[src/rtl/alu_muldiv.sv]
// Iterative MIPS multiply/divide unit owning the HI/LO registers.
// One shift-add (multiply) or restoring-subtract (divide) step per clock behind start/busy/done.
module alu_muldiv #(
    parameter int WIDTH = 32
) (
    input  logic             clk,
    input  logic             rst,
    input  logic             md_start,
    input  logic [2:0]       md_op,
    input  logic [WIDTH-1:0] md_op_x,
    input  logic [WIDTH-1:0] md_op_y,
    output logic             md_busy,
    output logic             md_done,
    output logic             md_div_zero,
    output logic [WIDTH-1:0] md_hi,
    output logic [WIDTH-1:0] md_lo
);
    localparam int CNT_W = $clog2(WIDTH) + 1;

    typedef enum logic [1:0] {IDLE, RUN, FIX} state_t;

    state_t             state;
    logic [CNT_W-1:0]   cnt;
    logic               is_div;
    logic               neg_lo;
    logic               neg_hi;
    logic               dz;
    logic [WIDTH-1:0]   acc_hi;
    logic [WIDTH-1:0]   acc_lo;
    logic [WIDTH-1:0]   opb;

    logic               op_signed;
    logic               x_neg;
    logic               y_neg;
    logic [WIDTH-1:0]   x_mag;
    logic [WIDTH-1:0]   y_mag;
    logic [WIDTH:0]     mul_sum;
    logic [WIDTH:0]     rem_sh;
    logic [WIDTH:0]     rem_diff;
    logic [2*WIDTH-1:0] prod_fix;

    always_comb begin
        op_signed = (md_op == 3'd0) || (md_op == 3'd2);
        x_neg     = op_signed & md_op_x[WIDTH-1];
        y_neg     = op_signed & md_op_y[WIDTH-1];
        x_mag     = x_neg ? -md_op_x : md_op_x;
        y_mag     = y_neg ? -md_op_y : md_op_y;
        // acc_lo holds the multiplier (multiply) or the unconsumed dividend bits (divide)
        mul_sum   = {1'b0, acc_hi} + (acc_lo[0] ? {1'b0, opb} : '0);
        rem_sh    = {acc_hi, acc_lo[WIDTH-1]};
        rem_diff  = rem_sh - {1'b0, opb};
        prod_fix  = neg_lo ? -{acc_hi, acc_lo} : {acc_hi, acc_lo};
    end

    always_ff @(posedge clk) begin
        if (rst) begin
            state       <= IDLE;
            cnt         <= '0;
            is_div      <= 1'b0;
            neg_lo      <= 1'b0;
            neg_hi      <= 1'b0;
            dz          <= 1'b0;
            acc_hi      <= '0;
            acc_lo      <= '0;
            opb         <= '0;
            md_busy     <= 1'b0;
            md_done     <= 1'b0;
            md_div_zero <= 1'b0;
            md_hi       <= '0;
            md_lo       <= '0;
        end else begin
            md_done     <= 1'b0;
            md_div_zero <= 1'b0;
            case (state)
                IDLE: begin
                    if (md_start) begin
                        case (md_op)
                            3'd4: md_hi <= md_op_x;
                            3'd5: md_lo <= md_op_x;
                            3'd0, 3'd1, 3'd2, 3'd3: begin
                                is_div  <= md_op[1];
                                neg_lo  <= x_neg ^ y_neg;
                                neg_hi  <= x_neg;
                                dz      <= md_op[1] && (md_op_y == '0);
                                acc_hi  <= '0;
                                acc_lo  <= x_mag;
                                opb     <= y_mag;
                                cnt     <= '0;
                                md_busy <= 1'b1;
                                state   <= RUN;
                            end
                            default: ;
                        endcase
                    end
                end
                RUN: begin
                    cnt <= cnt + 1'b1;
                    if (is_div) begin
                        // Non-negative difference means the divisor fits: keep it and shift in a 1
                        if (!rem_diff[WIDTH]) begin
                            acc_hi <= rem_diff[WIDTH-1:0];
                            acc_lo <= {acc_lo[WIDTH-2:0], 1'b1};
                        end else begin
                            acc_hi <= rem_sh[WIDTH-1:0];
                            acc_lo <= {acc_lo[WIDTH-2:0], 1'b0};
                        end
                    end else begin
                        acc_hi <= mul_sum[WIDTH:1];
                        acc_lo <= {mul_sum[0], acc_lo[WIDTH-1:1]};
                    end
                    if (cnt == CNT_W'(WIDTH - 1)) begin
                        state <= FIX;
                    end
                end
                FIX: begin
                    if (is_div) begin
                        md_lo <= dz ? '1 : (neg_lo ? -acc_lo : acc_lo);
                        md_hi <= neg_hi ? -acc_hi : acc_hi;
                    end else begin
                        md_hi <= prod_fix[2*WIDTH-1:WIDTH];
                        md_lo <= prod_fix[WIDTH-1:0];
                    end
                    md_done     <= 1'b1;
                    md_div_zero <= dz;
                    md_busy     <= 1'b0;
                    state       <= IDLE;
                end
                default: state <= IDLE;
            endcase
        end
    end
endmodule

[config.mk]
export PLATFORM = sky130hd
export DESIGN_NAME = alu_muldiv
export DESIGN_NICKNAME = d
export VERILOG_FILES = /design/src/rtl/alu_muldiv.sv
export SDC_FILE = /design/constraint.sdc
export NUM_CORES = 1
export LEC_CHECK = 0
export ABC_AREA = 0
export CAP_MARGIN = 5
export CORE_ASPECT_RATIO = 2
export CORE_MARGIN = 2
export CORE_UTILIZATION = 35
export CTS_BUF_LIST = sky130_fd_sc_hd__clkbuf_8
export CTS_CLUSTER_DIAMETER = 80
export DETAILED_ROUTE_END_ITERATION = 16
export PLACE_DENSITY_LB_ADDON = 0.2
export SETUP_SLACK_MARGIN = 0.3
export SLEW_MARGIN = 20
export SYNTH_ARGS = -nofsm -noshare
export SYNTH_HDL_FRONTEND = slang
export SYNTH_SLANG_ARGS = --single-unit
[constraint.sdc]
create_clock -name clk -period 9.2 [get_ports clk]
set_input_delay 0.92 -clock clk [delete_from_list [all_inputs] [get_ports clk]]
set_output_delay 0.92 -clock clk [all_outputs]
set_load 0.1 [all_outputs]
==> results of run 1 <==
layer usage:
metal,GRT usage (%),share of wire (%)
met3,3.71,3.7
met5,0,0
met2,50.9,53
met1,25.1,32
met4,25.5,11
metrics by stage:
stage                     setup slack [ns]  instance area [µm²]  utilization (%)  hold WS, ns
after global placement                5.12                15400             39.8        0.441
after global routing                  4.85                15800             40.8        0.479
after floorplan                       5.98                13700                -        0.432
after CTS                             5.09                15800             40.8        0.463
final                                 5.06                15800             40.8        0.459
after detailed placement              5.10                15400             39.8        0.449
path summary, 6_finish.rpt:
path	from	end	cells past startpoint	slack, ns
worst max-delay path	acc_lo[31]	acc_hi[1]	14	5.06
worst min-delay path	md_lo[10]	md_lo[10]	2	0.46
worst max register to register	acc_lo[31]	acc_hi[1]	14	5.06
worst min register to register	md_lo[10]	md_lo[10]	2	0.46
flip-flops by register name (all words and copies together) (netlist names):
register,cells
md_busy,1
acc_hi,32
neg_lo,1
dz,1
md_lo,32
neg_hi,1
md_div_zero,1
state,2
md_done,1
is_div,1
md_hi,32
opb,32
cnt,6
acc_lo,32
cell type report:
cell class              count  area share [%]
clock inverters            13           0.801
clock buffers              19            1.66
diodes                      1          0.0159
flip-flops and latches    175            22.2
multi-input cells        1482            60.4
inverters                  56            1.33
repair buffers            153            9.42
well taps                 520            4.12
placed cells by master (no fill, tap or decap), types with 6 or more instances in the layout:
cell	instances
a2111oi_0	7
a211oi_1	87
a21o_1	32
a21oi_1	184
a22oi_1	23
a311oi_1	12
a31oi_1	14
and2_1	8
and3_1	10
buf_4	18
clkbuf_8	19
clkdlybuf4s50_1	135
dfxtp_1	174
ha_1	69
inv_1	56
mux2i_1	48
nand2_1	134
nand2b_1	17
nand3_1	23
nand3b_1	6
nand4_1	19
nor2_1	216
nor2b_1	11
nor3_1	37
nor4_1	18
o21a_1	14
o21ai_0	141
o221ai_1	30
o31ai_1	23
o41ai_1	12
or2_2	7
or3_1	32
or4_1	7
xnor2_1	93
xor2_1	68
power breakdown:
part	switching (µW)	internal (µW)
registers	46.5	792
logic	384	215
clock network	338	234
total	768	1240
Yosys cell counts (30+ instances only):
cell / number / area (µm²)
dfxtp_1: 175 / 3500
nor3_1: 39 / 195
xor2_1: 68 / 596
ha_1: 69 / 863
or3_1: 32 / 200
mux2i_1: 48 / 480
o221ai_1: 30 / 263
a211oi_1: 87 / 653
clkbuf_1: 109 / 409
xnor2_1: 93 / 815
a21oi_1: 184 / 921
inv_1: 56 / 210
a21o_1: 32 / 240
nor2_1: 219 / 822
o21ai_0: 141 / 706
nand2_1: 134 / 503
kinds of logic after synthesis:
family / count (synthesis) / share of synthesized area (%)
adders and majority gates: 71 / 6.59
xor gates and xnor gates: 161 / 10.3
AOI/OAI and AO/OA: 636 / 29.6
buffers and inverters: 189 / 5.25
and+or+nand+nor: 565 / 19.1
DFF: 175 / 25.5
muxes: 49 / 3.59
critical path: cells and delay by family (launching register included):
family                   cells  cell delay (ns)
AO/OA/AOI/OAI                6             1.62
adder cells (fa/ha/maj)      2             0.64
buffers and inverters        2             0.59
flip-flops                   1             0.40
multiplexers                 1             0.32
AND/OR/NAND/NOR              3             0.47
==> impl_metrics.yaml, run 1 <==
power:
  leakage_dissipation_uw: 0.00579
  peakVddDrop_mv: 0.0792
  design_power_total_uw: 2010
  power_density_nw_per_um2: 127
yosys:
  syn_warnings: 0
  syn_area_um2: 13700
  yosysSeqAreaShare_pct: 25.5
  synth-edff-count: 0
  async_sr_flop_fraction_pct: 0
  synth-seq-cells: 175
  syn-num-nets: 1987
  synth.distinct_cells: 68
  syn_inst: 1846
  synth_ff_type: "dfxtp_1"
  synth_area_per_cell_um2: 7.43
setup_path:
  worstPathRequired_ns: 9.65
  worst_path_largest_cell_delay_ns: 0.48
  crit_path_cell_trace: "inv_1, ha_1, fa_1, nand2b_1, a21oi_1, nor3b_1, o21ai_0, o21ai_0, o211ai_1, o311a_2, buf_4, mux2i_1, a21oi_1, nor3_1"
  timing.critical_path.to_type: "flip-flop"
  critical_path_class: "reg2reg"
  worst_setup_path_start_kind: "flip-flop"
  cp.arrival_ns: 4.58
  path_max_fanout: 37
  cp_slowest_cell: "buf_4"
cells_and_area:
  n_fill_cell: 4112
  finish.net_count: 2026
  layoutNonFillerInstCount: 2419
  layout-drive-gt1-share_pct: 4.11
  total_area_of_sequential_cells_um2: 3500
  multi_input_area_um2: 9540
  areaGrowthSynthToFinish_pct: 15.1
route:
  detail_route.iter0.violations: 1012
  final_antenna_net_count: 0
  vias: 14500
  drcViolationCount: 0
  routed_wire_length_um: 56400
  post_drt_via_cell_ratio: 5.97
  routed_wire_length_per_instance_um: 23.3
  drt_first_pass_iters: 5
outcome:
  outcome: "finished clean"
die:
  placement_rows: 102
  floorplan.initialDensity_pct: 35.5
  ioPinCount: 137
  dieArea_um2: 40900
  fp.dieW_um: 144
  height_of_the_chip_um: 284
  floorplan.core_area_um2: 38700
cts:
  post_cts_hold_buffer_count: 0
  cts_htree_levels: 4
  cts_tree: "done"
  clock_buffer_depth: 2
  post-cts-setup-buffers: 0
  clock_insertion_delay_worst_skew_ns: 0.53
  post_cts_resized: 0
  cts_made_buffers: 17
  clk_pin_slew_worst_paths_ns: 0.10
  cts_sinks: 175
  cts-root-buf: "clkbuf_8"
timing:
  timing.slew.headroom_pct: 21.1
  finalHoldViolCount: 0
  tightest_slew_ns: 1.18
  post-route-period-util_pct: 45.0
  period_needed_ns: 4.14
  slew_violations: 0
  timing.setup.tns_ns: 0
  setup_viol_count_final: 0
  worst_clock_skew_ns: 0.0183
  fmax_mhz: 242
  grt_setup_unrepaired: "false"
global_routing:
  first_global_vias: 14400
  grt_max_degree: 82
  grt_pass1_wl_um: 84500
  globalRouteTotalUtil_pct: 27.6
  number_of_antenna_violations_at_the_first_check_in_global_routing: 1
  overflow: 0
place:
  globalplace.congestion: 0.983
  numPortBuffers: 136
  placed_cells: 2386
  detailedPlacementHpwl_um: 42800
job:
  max_cap_viol_count: 0
hold_path:
  worst_hold_path_type: "reg2reg"
(Power assumes the default switching activity.)
==> run 2, diff against run 1 <==
Clock period 9.2 ns to 4.1 ns, I/O delays scaled along.
==> run 2 against run 1 <==
  * Maximum frequency is 14% higher
  * Register-to-register slack worse by 4.6 ns
  * Routed wire length is 1.5% higher
  * Hold slack lost 0.21 ns
  * Flip-flop and latch count stayed put
  * Sequential share of layout area down 0.76 points
  * Via count rose by 0.81%
  * Highest routed layer is now met5
  * Count of clock-buffer cells in the layout shrank 1
  * Combinational power increased by 130%
  * Critical path type unchanged
  * Largest power group unchanged
==> impl_metrics.yaml, run 2 (synthesis gave the netlist of run 1 again) <==
cells_and_area:
  finish.net_count: 2094
  most-common-layout-cells: "216 x nor2_1, 184 x a21oi_1, 174 x dfxtp_1, 137 x o21ai_0, 135 x clkdlybuf4s50_1"
  layout-drive-gt1-share_pct: 7.43
  areaGrowthSynthToFinish_pct: 19.2
  layoutNonFillerInstCount: 2486
  layout.cells.most_common: "nor2_1"
route:
  vias: 14600
  routed_wire_length_per_instance_um: 23.0
  post_drt_via_cell_ratio: 5.86
  drcViolationCount: 0
  drt_first_pass_iters: 5
  routed_wire_length_um: 57300
  detail_route.iter0.violations: 834
  final_antenna_net_count: 0
place:
  numPortBuffers: 136
  globalplace.congestion: 0.967
  detailedPlacementHpwl_um: 44800
  placed_cells: 2453
power:
  design_power_total_uw: 4600
  peakVddDrop_mv: 0.179
  power_density_nw_per_um2: 282
  leakage_dissipation_uw: 0.00614
job:
  max_cap_viol_count: 0
die:
  floorplan.core_area_um2: 38700
  fp.dieW_um: 144
  floorplan.initialDensity_pct: 35.5
  height_of_the_chip_um: 284
  ioPinCount: 137
  dieArea_um2: 40900
  placement_rows: 102
timing:
  setup_viol_count_final: 0
  finalHoldViolCount: 0
  worst_clock_skew_ns: 0.0195
  grt_setup_unrepaired: "true"
  slew_violations: 0
  timing.setup.tns_ns: 0
  post-route-period-util_pct: 88.3
  fmax_mhz: 276
  period_needed_ns: 3.62
  tightest_slew_ns: 1.00
  timing.slew.headroom_pct: 32.9
cts:
  cts_made_buffers: 17
  cts-root-buf: "clkbuf_8"
  clock_buffer_depth: 2
  cts_sinks: 175
  cts_tree: "done"
  clock_insertion_delay_worst_skew_ns: 0.51
  cts_htree_levels: 4
  clk_pin_slew_worst_paths_ns: 0.10
  post-cts-setup-buffers: 0
setup_path:
  critical_path_class: "reg2reg"
  cp.arrival_ns: 4.07
  cp_slowest_cell: "o21ai_1"
  path_max_fanout: 3
  worst_setup_path_start_kind: "flip-flop"
  crit_path_cell_trace: "and2_1, ha_1, inv_1, fa_1, nand2b_1, a21oi_1, o21ai_0, buf_4, a21oi_1, a211oi_1, buf_4, a21oi_1, nand3_1, a211o_1, o21ai_1, and3_1"
  worst_path_largest_cell_delay_ns: 0.45
  timing.critical_path.to_type: "flip-flop"
  cp_common_cell: "a21oi_1"
  worstPathRequired_ns: 4.55
global_routing:
  grt-busiest-layer: "met2"
  globalRouteTotalUtil_pct: 27.8
  number_of_antenna_violations_at_the_first_check_in_global_routing: 3
  gr-usage-met2_pct: 52.1
  met3_track_demand_over_resource_pct: 3.93
  first_global_vias: 14700
  overflow: 0
  grt_pass1_wl_um: 85100
  grt_max_degree: 71
  met1_usage_pct: 24.2
hold_path:
  worst_hold_path_type: "in2reg"
outcome:
  outcome: "finished clean"
-- run 2: final cells by class --
class	instances	area (µm²)
diodes	1	2.50
clock buffers	18	248
fillers	4072	22300
multi-input cells	1482	9560
inverters	56	210
clock inverters	13	153
repair buffers	221	2010
flip-flops and latches	175	3500
well taps	520	651
-- run 2: report_power, final --
part,internal (µW),switching (µW),total [µW]
clock,569,757,1330
combinational,518,884,1400
sequential,1780,99.3,1880
total,2860,1740,4600
-- run 2: worst max-delay path: cells and delay by family, from the launching register on --
kind,cells,cell delay (ns)
buffers and inverters,3,0.39
adder cells (fa/ha/maj),2,0.55
flip-flops,1,0.42
AND/OR/NAND/NOR,4,0.69
AO/OA/AOI/OAI,7,1.51
-- run 2: repair_timing --
action,in CTS,in global routing
hold buffers,0,0
endpoints found under the setup margin,0,29
resized for setup,0,6
-- run 2: final timing paths --
kind,from,slack [ns],depth (start not counted),to
worst max-delay path,opb[0],0.48,16,acc_hi[31]
worst min-delay path,rst,0.25,2,cnt[0]
worst max register to register,opb[0],0.48,16,acc_hi[31]
worst min register to register,md_lo[11],0.45,2,md_lo[11]
-- run 2: per-stage QoR --
stage	utilization [%]	cell area, µm²	worst slack, ns	hold slack [ns]
2_1_floorplan	-	13700	0.883	0.432
5_1_grt	42.3	16300	0.296	0.240
3_3_place_gp	41.1	15900	0.472	0.440
4_1_cts	42.2	16300	0.332	0.226
3_5_place_dp	41.1	15900	0.364	0.445
6_report	42.3	16300	0.481	0.251
-- run 2: per-layer routing --
metal | vias up | wire, µm | share of wire, %
met2 | 489 | 30900 | 54
li1 | 6938 | - | -
met3 | 229 | 2050 | 3.6
met1 | 6908 | 18000 | 31
met5 | - | 28 | 0.049
met4 | 4 | 6320 | 11
==> run 3, diff against run 2 <==
--- a/config.mk
+++ b/config.mk
@@ -7,5 +7,5 @@
 export LEC_CHECK = 0
 export ABC_AREA = 0
-export CAP_MARGIN = 5
+export CAP_MARGIN = 20
 export CORE_ASPECT_RATIO = 2
 export CORE_MARGIN = 2
==> constraint.sdc (replaced) <==
create_clock -name clk -period 4.1 [get_ports clk]
set_input_delay 1.23 -clock clk [delete_from_list [all_inputs] [get_ports clk]]
set_output_delay 1.23 -clock clk [all_outputs]
set_load 0.1 [all_outputs]
==> run 3 against run 2 <==
  * Utilization grew 0.50 points
  * Critical endpoint is now acc_hi[30]
  * Largest cell class unchanged
  * Sequential power barely moved
  * Combinational power is 4% higher
==> impl_metrics.yaml, run 3 (synthesis gave the netlist of run 1 again) <==
power:
  power_density_nw_per_um2: 281
  leakage_dissipation_uw: 0.00629
  peakVddDrop_mv: 0.201
  clock_network_power_share_pct: 28.6
  power.combinational.fraction_pct: 31.1
  power_report.internal_total_uw: 2890
  sequentialPowerShare_pct: 40.3
  power_switching_share_pct: 37.8
  power.net_switching_uw: 1760
setup_path:
  cp.arrival_ns: 4.09
  critical_path.reg2reg.startpoint: "acc_lo[0]"
  worstPathRequired_ns: 4.51
  path_max_fanout: 17
  worst_setup_path_start_kind: "flip-flop"
  setup.worst_path.start: "acc_lo[0]"
  critical_path_class: "reg2reg"
  timing.critical_path.to_type: "flip-flop"
  worstRegToRegCells: 16
route:
  routed_wire_length_um: 56900
  drcViolationCount: 0
  routed_wire_length_per_instance_um: 22.7
  final_antenna_net_count: 0
  vias: 14700
  post_drt_via_cell_ratio: 5.85
  detail_route.iter0.violations: 879
  drt_first_pass_iters: 5
outcome:
  outcome: "finished clean"
global_routing:
  met1_usage_pct: 24.7
  grt-busiest-layer: "met2"
  first_global_vias: 14700
  number_of_antenna_violations_at_the_first_check_in_global_routing: 2
  met3_track_demand_over_resource_pct: 3.54
  grt_max_degree: 71
  globalRouteTotalUtil_pct: 27.7
  overflow: 0
  gr-usage-met2_pct: 51.8
  grt_pass1_wl_um: 84800
die:
  placement_rows: 102
  floorplan.core_area_um2: 38700
  height_of_the_chip_um: 284
  ioPinCount: 137
  floorplan.initialDensity_pct: 35.5
  dieArea_um2: 40900
  fp.dieW_um: 144
timing:
  grt_setup_unrepaired: "true"
  period_needed_ns: 3.68
  worst_clock_skew_ns: 0.0198
  post-route-period-util_pct: 89.7
  fmax_mhz: 272
  setup_viol_count_final: 0
  tightest_slew_ns: 1.06
  timing.setup.tns_ns: 0
  slew_violations: 0
  timing.slew.headroom_pct: 29.1
  finalHoldViolCount: 0
  hold_slack_ns: 0.455
cells_and_area:
  finish.net_count: 2116
  layout.cells.most_common: "nor2_1"
  total_area_of_sequential_cells_um2: 3500
  multi_input_area_um2: 9560
  most-common-layout-cells: "216 x nor2_1, 183 x a21oi_1, 174 x dfxtp_1, 138 x o21ai_0, 134 x nand2_1"
  n_fill_cell: 4036
  areaGrowthSynthToFinish_pct: 20.6
  layout-drive-gt1-share_pct: 9.26
cts:
  cts-root-buf: "clkbuf_8"
  clock_insertion_delay_worst_skew_ns: 0.52
  cts_made_buffers: 17
  cts_htree_levels: 4
  cts_sinks: 175
  cts_tree: "done"
  clk_pin_slew_worst_paths_ns: 0.11
  clock_buffer_depth: 2
job:
  max_cap_viol_count: 0
place:
  numPortBuffers: 136
  detailedPlacementHpwl_um: 44500
  globalplace.congestion: 0.939
hold_path:
  timing.hold.worst_path_depth: 2
  worstHoldStart: "md_lo[14]"
  worst_hold_path_type: "reg2reg"
[run 3: changes by cell type in the layout (fill, tap and decap cells not counted), moves of 2 or more]
cell	previous run	this run
buf_4	84	114
clkdlybuf4s50_1	135	123
buf_12	1	6
o31ai_2	1	3
inv_6	4	6
o31ai_1	23	21
[run 3: critical path, stage by stage, from the launching register on]
cell and delay [ns]:
dfxtp_1 0.43, clkinvlp_4 0.15, buf_12 0.16, buf_12 0.15
nor2_1 0.10, ha_1 0.28, nand4_1 0.16, nor2_1 0.18
buf_4 0.15, nand4_1 0.09, o31a_1 0.35, o2111ai_1 0.28
nand2_1 0.14, o21ai_0 0.41, a21oi_1 0.17, mux2i_1 0.14
a211o_1 0.22
[run 3: repair_timing]
action,4_1_cts,5_1_grt
pin swaps,0,0
setup endpoints to repair,1,32
hold buffers,0,0
setup buffers,3,0
gates resized for setup,1,9
[run 3: metrics by stage]
| step | worst slack [ns] | util (%) | cell area, µm² | power, µW | instances |
|---|---|---|---|---|---|
| 6_report | 0.423 | 42.8 | 16500 | 4650 | 2510 |
| 3_5_place_dp | 0.109 | 41.6 | 16100 | 3330 | 2473 |
| 5_1_grt | 0.298 | 42.8 | 16500 | 4840 | 2510 |
| 4_1_cts | 0.341 | 42.7 | 16500 | 4660 | 2508 |
| 2_1_floorplan | 0.732 | - | 13700 | 2800 | 1846 |
| 3_3_place_gp | 0.146 | 41.6 | 16100 | 3320 | 2473 |
[run 3: power groups by stage]
stage	Sequential [µW]	Clock, µW	Combinational [µW]
2_1_floorplan	1990	0	814
3_3_place_gp	1910	0	1410
3_5_place_dp	1910	0	1420
4_1_cts	1870	1350	1430
5_1_grt	1880	1400	1550
6_report	1870	1330	1450
[run 3: layout make-up]
| type | count | area share, % |
|---|---|---|
| multi-input cells | 1482 | 57.8 |
| flip-flops and latches | 175 | 21.2 |
| repair buffers | 243 | 13.3 |
| well taps | 520 | 3.93 |
| clock buffers | 18 | 1.50 |
| inverters | 56 | 1.29 |
| clock inverters | 14 | 0.915 |
| diodes | 2 | 0.0303 |
[run 3: final timing paths]
| check | endpoint | slack [ns] |
|---|---|---|
| max | acc_hi[30] | 0.42 |
| min | md_lo[14] | 0.46 |
| max reg2reg | acc_hi[30] | 0.42 |
| min reg2reg | md_lo[14] | 0.46 |
[run 3: layer usage]
metal  part of all wire (%)  vias up
li1                       -     7004
met1                     32     6984
met2                     54      464
met3                    3.4      234
met4                     11        0
met5                      0        -
